$ cat src/rtl/bin2bcd_seq.sv
// bin2bcd_seq: sequential binary-to-BCD converter (iterative double-dabble,
// one input bit per clock) with start/busy/done handshake, overflow flag and
// an optional two's-complement input mode selected by BIN2BCD_SIGNED_EN.
// The cycle after the start edge is already in SHIFT. The final shift lands
// on edge WIDTH, and done is high in the following cycle. A consumer
// sampling on rising edges therefore sees done WIDTH+1 edges after start.
module bin2bcd_seq #(
  parameter int unsigned WIDTH  = 14,
  parameter int unsigned DIGITS = 4
) (
  input  logic                  clk,
  input  logic                  rst,
  input  logic                  start,
  input  logic [WIDTH-1:0]      binary,
  output logic                  busy,
  output logic                  done,
  output logic [4*DIGITS-1:0]   bcd,
  output logic                  ovf,
  output logic                  neg
);

  localparam int unsigned CW = $clog2(WIDTH + 1);

  typedef enum logic [1:0] {IDLE, SHIFT, DONE} state_t;

  state_t              state, state_next;
  logic                load;
  logic [WIDTH-1:0]    opnd;
  logic [4*DIGITS-1:0] acc;
  logic [CW-1:0]       cnt;
  logic                sticky;
  logic                neg_lat;
  logic [4*DIGITS-1:0] acc_adj;
  logic [4*DIGITS-1:0] acc_shift;
  logic                ovf_shift;
  logic [WIDTH-1:0]    magnitude;
  logic                sign_in;

  // Operand conditioning at accept: magnitude and sign of the input
  always_comb begin
`ifdef BIN2BCD_SIGNED_EN
    sign_in   = binary[WIDTH-1];
    magnitude = sign_in ? (WIDTH'(0) - binary) : binary;
`else
    sign_in   = 1'b0;
    magnitude = binary;
`endif
  end

  // One double-dabble step: add 3 to digits >= 5, then shift in the next bit
  always_comb begin
    acc_adj = acc;
    for (int unsigned i = 0; i < DIGITS; i++) begin
      if (acc[4*i +: 4] >= 4'd5) begin
        acc_adj[4*i +: 4] = acc[4*i +: 4] + 4'd3;
      end
    end
    acc_shift = {acc_adj[4*DIGITS-2:0], opnd[WIDTH-1]};
    ovf_shift = sticky | acc_adj[4*DIGITS-1];
  end

  // Next-state and handshake outputs
  always_comb begin
    state_next = state;
    load       = 1'b0;
    busy       = 1'b0;
    done       = 1'b0;
    case (state)
      IDLE: begin
        if (start) begin
          load       = 1'b1;
          state_next = SHIFT;
        end
      end
      SHIFT: begin
        busy = 1'b1;
        if (cnt == CW'(1)) begin
          state_next = DONE;
        end
      end
      DONE: begin
        done = 1'b1;
        if (start) begin
          load       = 1'b1;
          state_next = SHIFT;
        end else begin
          state_next = IDLE;
        end
      end
      default: state_next = IDLE;
    endcase
  end

  // State register
  always_ff @(posedge clk) begin
    if (rst) begin
      state <= IDLE;
    end else begin
      state <= state_next;
    end
  end

  // Datapath: load, shift, and capture of the result on the last shift
  always_ff @(posedge clk) begin
    if (rst) begin
      opnd    <= '0;
      acc     <= '0;
      cnt     <= '0;
      sticky  <= 1'b0;
      neg_lat <= 1'b0;
      bcd     <= '0;
      ovf     <= 1'b0;
      neg     <= 1'b0;
    end else if (load) begin
      opnd    <= magnitude;
      acc     <= '0;
      sticky  <= 1'b0;
      cnt     <= CW'(WIDTH);
      neg_lat <= sign_in;
    end else if (state == SHIFT) begin
      opnd   <= opnd << 1;
      acc    <= acc_shift;
      sticky <= ovf_shift;
      cnt    <= cnt - CW'(1);
      if (cnt == CW'(1)) begin
        bcd <= acc_shift;
        ovf <= ovf_shift;
        neg <= neg_lat;
      end
    end
  end

endmodule

$ cat config.mk
export PLATFORM = sky130hd
export DESIGN_NAME = bin2bcd_seq
export DESIGN_NICKNAME = d
export VERILOG_FILES = /design/src/rtl/bin2bcd_seq.sv
export SDC_FILE = /design/constraint.sdc
export NUM_CORES = 1
export LEC_CHECK = 0
export CORE_MARGIN = 8
export CORE_UTILIZATION = 25
export DETAILED_ROUTE_END_ITERATION = 10
export PLACE_DENSITY = 0.51
export SLEW_MARGIN = 20
export SYNTH_ARGS = -nofsm -noshare
export SYNTH_HDL_FRONTEND = slang
export SYNTH_SLANG_ARGS = --single-unit
$ cat constraint.sdc
create_clock -name clk -period 4.6 [get_ports clk]
set_clock_uncertainty 0.05 [all_clocks]
set_input_delay 1.15 -clock clk [delete_from_list [all_inputs] [get_ports clk]]
set_output_delay 1.15 -clock clk [all_outputs]
set_load 0.01 [all_outputs]
==> results of run 1 <==
[metal layers]
layer  up-vias  global-route usage  routed length [um]  part of all wire
li1       1005                   -                   -                 -
met1       918               0.110                2660              0.47
met2        28               0.146                2630              0.47
met3         4              0.0301                 289             0.051
met4         0              0.0240                  37            0.0066
met5         -                   0                   0                 0
[flip-flops by register name (all words and copies together) (netlist names)]
register and flops:
acc 16, bcd 16, cnt 4, opnd 14, ovf 1, state 2, sticky 1
[area by class of cell]
type	count	share of cell area
repair buffers	38	0.125
multi-input cells	189	0.403
clock buffers	6	0.0243
inverters	13	0.0164
flip-flops and latches	54	0.363
well taps	133	0.0558
clock inverters	2	0.0126
[worst paths after layout]
| kind | slack, ns | depth (start not counted) | to | from |
|---|---|---|---|---|
| setup / recovery | 1.20 | 4 | busy | state[1]$_SDFFE_PP0P_ |
| hold / removal | 0.44 | 2 | acc[5]$_SDFFE_PP0P_ | acc[5]$_SDFFE_PP0P_ |
| setup reg to reg | 2.60 | 5 | bcd[0]$_SDFFE_PP0P_ | cnt[0]$_SDFFE_PP0P_ |
| hold reg to reg | 0.44 | 2 | acc[5]$_SDFFE_PP0P_ | acc[5]$_SDFFE_PP0P_ |
[Yosys cell counts (all sizes together), types with 2 or more instances]
master	n	area [sq um]
a311oi	5	43.8
nor3	11	55.1
nand2	22	82.6
a21oi	20	100
clkbuf	7	26.3
nor3b	7	52.6
nand2b	15	93.8
ha	10	125
dfxtp	54	1080
mux2i	2	20.0
nand3	4	20.0
nor2	31	124
o22ai	27	225
buf	12	72.6
xnor2	6	52.6
mux2	4	45.0
o21ai	9	45.0
inv	13	48.8
a211oi	9	67.6
[critical path: cells and delay by family, from the launching register on]
family	cells	cell delay, ns
buf+inv	3	1.44
flops	1	0.32
simple gates	1	0.13
[power by group through the flow]
stage	Combinational (mW)	Sequential [mW]	Clock [mW]
floorplan	0.0792	0.509	0
global placement	0.110	0.512	0
detailed placement	0.112	0.512	0
CTS	0.112	0.502	0.331
global route	0.128	0.505	0.350
finish	0.111	0.502	0.318
[through the flow]
stage	hold WS, ns	utilization
after floorplan	0.395	-
after global routing	0.470	0.311
after detailed placement	0.425	0.299
final	0.440	0.311
after CTS	0.445	0.311
after global placement	0.422	0.299
[cell families after synthesis]
kind of cell | synth area share
mux | 0.0268
buf+inv | 0.0608
fa+ha+maj | 0.0515
other cells | 0.00154
flops | 0.445
simple gates | 0.191
compound gates | 0.198
xor+xnor | 0.0252
==> key figures, run 1 <==
Run status
  – Status: completed

Floorplan
  – Site Rows: 36
  – IO Pins: 37
  – Die area: 0.0131 sq mm
  – Core Area: 0.00959 sq mm
  – Die Wd: approximately 110 um
  – Initial core utilization: 0.253
  – Die span in y: approximately 110 um

Worst setup path
  – Crit start category: register
  – Crit-path cells: nand2b_1, buf_4, inv_1, clkdlybuf4s50_1
  – Critical path data arrival time: between 2 and 2.5 ns
  – Critical-path top delay cell: clkdlybuf4s50_1
  – Crit path required time: 3.40 ns
  – Endpoint type of the worst setup path: output port
  – Critical Path Fanout Max: 32
  – Crit path kind: register to output port
  – Max incr delay on CP: between 0.6 and 0.7 ns

Global route
  – Initial antenna violation count: 0
  – GRT overflow: 0
  – GRT Total Usage: 0.0899
  – Largest net degree at the start of global routing: 37
  – Vias in the first global route: 1,931
  – Global-route wire length before repair: 9460 um

Logic synthesis
  – Main synth FF type: dfxtp_1
  – Avg Synthesized Cell Area: 8.84 sq um
  – Ys async rst share: 0
  – Post-synth net total: roughly 300
  – Cells after synthesis: roughly 280
  – Synth Cell Area: approximately 0.0024 sq mm
  – Post-synth EDFFs: 0
  – Yosys warnings: 0
  – Sequential area share after synthesis: 0.445
  – Synth Register Bits: 54
  – Netlist cell types: 31

Timing
  – Max Fclk: roughly 0.29 GHz
  – RSZ-0062 raised after global routing: no
  – Crit share post-route: 0.738
  – Setup-failing EPs final: 0
  – TNS Setup: 0 ns
  – Final Max Tran Viols: 0
  – Slew headroom: 0.523
  – Worst slew pin tran: a little over 0.7 ns
  – Min cycle time layout: around 3.4 ns
  – Fin. Hold Viols: 0
  – Final WS setup: around 1.2 ns

Clock tree
  – Clock sinks: between 50 and 60
  – Post-CTS Setup Inserts: 0
  – Worst-case clock buffer depth: 2
  – Hold-fix buffers at CTS: 0
  – CTS Buf Count: 5
  – Clk root buf: clkbuf_8
  – Max H-tree Level: 2
  – Register clock-pin slew on the reported worst setup and hold paths: 0.10 ns
  – Cts repair resizes: 0
  – Clock Latency Late Sink: approximately 0.30 ns
  – CTS tree: built

Final layout
  – Area grow syn2layout: 22.7%
  – Antenna fix cells: 0
  – Most frequent cells in the layout: 54 x dfxtp_1, 35 x clkdlybuf4s50_1, 30 x nor2_1
  – Post-Layout Cell Count: roughly 440
  – Fill count: 1,023
  – Leading cell type in the layout, fill and taps excluded: dfxtp_1
  – Register area: approximately 0.0011 sq mm
  – Final instance area: slightly below 0.003 sq mm
  – Share of layout cells above drive strength 1: 0.0861
  – Multi-input logic area: around 0.0012 sq mm
  – Nets: between 300 and 400

Drt
  – Wire length per cell: ~13 um
  – Routed wire length: 5610 um
  – Vias per cell: between 4 and 5
  – DRC: 0
  – First-iteration detailed-routing DRC count: 72
  – Detailed-route via count: about 2,000
  – Drt pass-1 iters: 4
  – DRT antenna net count: 0

Placement
  – GP Congestion: approximately 0.7
  – Dpl hpwl: roughly 3900 um
  – Post-Place Worst Slack: around 1.5 ns
  – Post-placement cell area: 0.00287 sq mm
  – Port Buffers: 35
  – Placed insts: around 430

Power
  – Internal: approximately 0.7 mW
  – Clock power share: 0.342
  – Pwr per Cell Area: around 310 mW/mm^2
  – Peak supply drop: 0.151 mV
  – Total power: between 0.9 and 1 mW
  – Sequential group share of total power: 0.539
  – Sw frac: 0.248
  – Static Leakage: 0.979 nW
  – Net Sw Power: about 0.23 mW
  – Comb power frac: 0.119

Min path
  – Hold WC Path Type: register to register

Job
  – Max-cap viol count: 0
Power figures use the tool's default switching activity.
==> inputs of run 2 (changes only) <==
- clock period: 4.6 -> 3.2 ns (I/O delays scaled with it)
==> run 2 against run 1 <==
  * First-iteration DRC count is 5.6% lower
  * Utilization grew 0.23 points
  * Register-to-register slack worse by 1.5 ns
  * Total power increased by 44%
  * Via count is 1.2% lower
  * Sequential power grew 44%
  * Count of clock-buffer cells in the layout did not move
  * Sequential share of layout area decreased by 0.27 points
  * Worst setup slack worse by 0.55 ns
  * Largest cell class unchanged
==> key figures, run 2 (synthesis results as in run 1) <==
Clock tree
  – Cts repair resizes: 0
  – Clock Latency Late Sink: around 0.30 ns
  – Worst-case clock buffer depth: 2
  – Clk root buf: clkbuf_8
  – CTS Buf Count: 5
  – CTS tree: built
  – Hold-fix buffers at CTS: 0
  – Max H-tree Level: 2
  – Post-CTS Setup Inserts: 0
  – Clock sinks: 54
  – Register clock-pin slew on the reported worst setup and hold paths: approximately 0.1 ns

Floorplan
  – Site Rows: 36
  – Die area: 0.0131 sq mm
  – Die Wd: around 110 um
  – Initial core utilization: 0.253
  – Die span in y: 115 um
  – IO Pins: 37
  – Core Area: roughly 0.0096 sq mm

Global route
  – Initial antenna violation count: 0
  – Largest net degree at the start of global routing: 32
  – Vias in the first global route: ~2,000
  – GRT Total Usage: 0.0896
  – GRT overflow: 0
  – Global-route wire length before repair: around 9400 um

Worst setup path
  – Worst Setup EP: busy
  – Max incr delay on CP: slightly below 0.6 ns
  – Crit path required time: about 2.4 ns
  – Top delay family on crit path: buffers and inverters
  – Flop2flop setup slack: between 1 and 1.5 ns
  – Crit start category: register
  – Critical-path top delay cell: clkdlybuf4s50_1
  – Endpoint type of the worst setup path: output port
  – Critical Path Fanout Max: 21
  – FF-to-FF Start: cnt[0]$_SDFFE_PP0P_
  – Critical path data arrival time: roughly 1.7 ns
  – Crit-path cells: nand2b_1, inv_1, buf_4, clkdlybuf4s50_1
  – Crit. Startpoint: state[1]$_SDFFE_PP0P_
  – Crit path kind: register to output port
  – Reg2reg end: bcd[15]$_SDFFE_PP0P_
  – CP bufs+invs: 3
  – Cell count along the critical path: 4
  – R2R cell count: 5

Timing
  – Worst hold margin: around 0.44 ns
  – Crit share post-route: 0.795
  – Fin. Hold Viols: 0
  – Setup-failing EPs final: 0
  – Final Max Tran Viols: 0
  – Max Fclk: 0.393 GHz
  – RSZ-0062 raised after global routing: no
  – Min cycle time layout: 2.54 ns
  – Worst slew pin tran: approximately 0.72 ns
  – TNS Setup: 0 ns
  – Slew headroom: 0.520

Drt
  – Drt pass-1 iters: 4
  – Detailed-route via count: about 1,900
  – Vias per cell: about 4.4
  – DRC: 0
  – First-iteration detailed-routing DRC count: just under 70
  – Routed wire length: 5660 um
  – Wire length per cell: about 13 um
  – DRT antenna net count: 0

Final layout
  – Register area: between 0.001 and 0.0015 sq mm
  – Fill count: roughly 1,000
  – Most frequent cells in the layout: 54 x dfxtp_1, 35 x clkdlybuf4s50_1, 30 x nor2_1
  – Antenna fix cells: 0
  – Largest regs: acc (16), bcd (16), opnd (14)
  – Area grow syn2layout: 23.6%
  – Post-Layout Cell Count: around 440
  – Share of layout cells above drive strength 1: 0.0951
  – Leading cell type in the layout, fill and taps excluded: dfxtp_1
  – Multi-input logic area: ~0.0012 sq mm
  – Nets: roughly 330

Power
  – Static Leakage: roughly 0.99 nW
  – Peak supply drop: about 0.29 mV
  – Pwr per Cell Area: 448 mW/mm^2

Min path
  – Hold WC Path Type: register to register
  – Hold Startpoint: acc[5]$_SDFFE_PP0P_

Placement
  – Placed insts: between 400 and 500
  – GP Congestion: 0.714
  – Dpl hpwl: about 4000 um
  – Port Buffers: 35

Job
  – Max-cap viol count: 0

Run status
  – Status: completed
==> run 2: tightest hold or removal path: stages, from the launching register on <==
cell	delay (ns)
dfxtp_1	0.33
nand2_1	0.06
o22ai_1	0.06
==> run 2: worst min path at each step <==
stage / to / cells past startpoint
final: acc[5]$_SDFFE_PP0P_ / 2
after global routing: opnd[10]$_SDFFE_PP0P_ / 2
after CTS: acc[1]$_SDFFE_PP0P_ / 2
after detailed placement: acc[1]$_SDFFE_PP0P_ / 2
after global placement: opnd[1]$_SDFFE_PP0P_ / 2
after floorplan: acc[0]$_SDFFE_PP0P_ / 2
==> run 2: stage by stage <==
step	utilization	area, sq um	power [mW]	setup slack, ns
floorplan	-	2430	0.846	1.33
global placement	0.302	2890	0.899	0.798
detailed placement	0.302	2890	0.904	0.746
CTS	0.313	3000	1.36	0.625
global route	0.313	3000	1.42	0.581
finish	0.313	3000	1.35	0.658
==> run 2: power by group <==
part	switching (mW)	internal [mW]	total, mW
sequential	0.0189	0.702	0.721
clock	0.225	0.234	0.459
combinational	0.0921	0.0739	0.166
total	0.336	1.01	1.35
==> run 2: final cells by class <==
| type | count | area share |
|---|---|---|
| multi-input cells | 189 | 0.400 |
| clock buffers | 6 | 0.0242 |
| well taps | 133 | 0.0554 |
| clock inverters | 2 | 0.0125 |
| inverters | 13 | 0.0162 |
| flip-flops and latches | 54 | 0.360 |
| repair buffers | 41 | 0.132 |
==> run 2: per-layer routing <==
metal  up-vias  wire length [um]  part of all wire  global-route usage
li1       1012                 -                 -                   -
met1       890              2690              0.47               0.104
met2        26              2660              0.47               0.154
met3         4               262             0.046              0.0264
met4         0                48            0.0085              0.0275
met5         -                 0                 0                   0
==> inputs of run 3 (changes only) <==
- clock period: 3.2 -> 2.52 ns (I/O delays scaled with it)
==> run 3 against run 2 <==
  * Global-route usage down 0.070 points
  * Critical endpoint unchanged
  * Highest routed layer unchanged
  * Clock power is 29% higher
  * Worst setup slack worse by 0.27 ns
  * Sequential share of layout area down 0.18 points
  * Sequential power is 27% higher
  * Critical path depth is 1 lower
  * Critical path type unchanged
  * Register-to-register slack worse by 0.52 ns
==> key figures, run 3 (synthesis results as in run 1) <==
Floorplan
  – Die span in y: roughly 110 um
  – Initial core utilization: 0.253
  – Core Area: ~0.0096 sq mm
  – Site Rows: 36
  – Die area: 0.0131 sq mm
  – IO Pins: 37
  – Die Wd: between 100 and 150 um

Timing
  – Max Fclk: roughly 0.47 GHz
  – Fin. Hold Viols: 0
  – RSZ-0062 raised after global routing: no
  – Worst slew pin tran: just over 0.5 ns
  – Min cycle time layout: roughly 2.1 ns
  – Worst hold margin: ~0.43 ns
  – Slew headroom: 0.653
  – Setup-failing EPs final: 0
  – TNS Setup: 0 ns
  – Crit share post-route: 0.846
  – Final Max Tran Viols: 0
  – Final WS setup: ~0.4 ns

Worst setup path
  – Crit path kind: register to output port
  – Endpoint type of the worst setup path: output port
  – Crit path required time: between 1.5 and 2 ns
  – Critical path data arrival time: 1.45 ns
  – Critical Path Fanout Max: 3
  – Crit start category: register

Placement
  – Dpl hpwl: 4040 um
  – Port Buffers: 35
  – Placed insts: about 430
  – Post-Place Worst Slack: 0.408 ns
  – GP Congestion: between 0.7 and 0.8

Drt
  – Drt pass-1 iters: 4
  – Wire length per cell: 13.0 um
  – Routed wire length: about 5700 um
  – DRT antenna net count: 0
  – DRC: 0
  – First-iteration detailed-routing DRC count: roughly 60
  – Detailed-route via count: 1,980
  – Vias per cell: approximately 4.5

Final layout
  – Largest regs: acc (16), bcd (16), opnd (14)
  – Nets: around 330
  – Share of layout cells above drive strength 1: 0.101
  – Area grow syn2layout: 24.2%
  – Antenna fix cells: 0
  – Most frequent cells in the layout: 54 x dfxtp_1, 35 x clkdlybuf4s50_1, 30 x nor2_1
  – Leading cell type in the layout, fill and taps excluded: dfxtp_1
  – Post-Layout Cell Count: 440

Power
  – Total power: 1.72 mW
  – Peak supply drop: 0.241 mV
  – Static Leakage: about 1 nW
  – Pwr per Cell Area: approximately 570 mW/mm^2

Clock tree
  – Clock sinks: 54
  – Worst-case clock buffer depth: 2
  – Cts repair resizes: 0
  – Clock Latency Late Sink: 0.31 ns
  – CTS Buf Count: 5
  – CTS tree: built
  – Hold-fix buffers at CTS: 0
  – Post-CTS Setup Inserts: 0
  – Clk root buf: clkbuf_8
  – Max H-tree Level: 2
  – Register clock-pin slew on the reported worst setup and hold paths: 0.10 ns

Global route
  – Global-route wire length before repair: around 9400 um
  – Largest net degree at the start of global routing: 24
  – GRT Total Usage: 0.0889
  – GRT overflow: 0
  – Vias in the first global route: 1,902
  – Initial antenna violation count: 0

Job
  – Max-cap viol count: 0

Min path
  – Hold WC Path Type: register to register

Run status
  – Status: completed
run 3: cell types whose count changed in the layout (fill, tap and decap cells not counted):
cell	change
buf_4	+2
run 3: final cells by class:
cell class | count | area (sq um)
flip-flops and latches | 54 | 1080
repair buffers | 43 | 410
well taps | 133 | 166
fillers | 1013 | 6580
clock inverters | 2 | 37.5
multi-input cells | 189 | 1200
clock buffers | 6 | 72.6
inverters | 13 | 48.8
run 3: worst max-delay path, cell delays in order (launching register included):
cell             delay (ns)
dfxtp_1                0.34
nand2b_1               0.17
inv_1                  0.08
clkdlybuf4s50_1        0.55
run 3: final timing paths:
kind	startpoint	endpoint	slack, ns	cells past startpoint
max	state[1]$_SDFFE_PP0P_	busy	0.39	3
min	opnd[0]$_SDFFE_PP0P_	opnd[1]$_SDFFE_PP0P_	0.43	2
max reg2reg	cnt[0]$_SDFFE_PP0P_	bcd[14]$_SDFFE_PP0P_	0.61	5
min reg2reg	opnd[0]$_SDFFE_PP0P_	opnd[1]$_SDFFE_PP0P_	0.43	2
run 3: report_power, final:
part	internal, mW	total [mW]	switching, mW
logic	0.0960	0.213	0.117
clock network	0.297	0.591	0.294
registers	0.891	0.915	0.0239
total	1.28	1.72	0.436
run 3: per-layer routing:
layer,global-route usage,part of all wire,vias to the layer above
li1,-,-,1016
met1,0.112,0.48,925
met2,0.140,0.45,34
met3,0.0280,0.060,5
met4,0.0293,0.0092,0
met5,0,0,-
run 3: per-stage QoR:
stage | utilization | area, sq um
3_5_place_dp | 0.303 | 2910
3_3_place_gp | 0.303 | 2910
2_1_floorplan | - | 2430
4_1_cts | 0.315 | 3020
5_1_grt | 0.315 | 3020
6_report | 0.315 | 3020
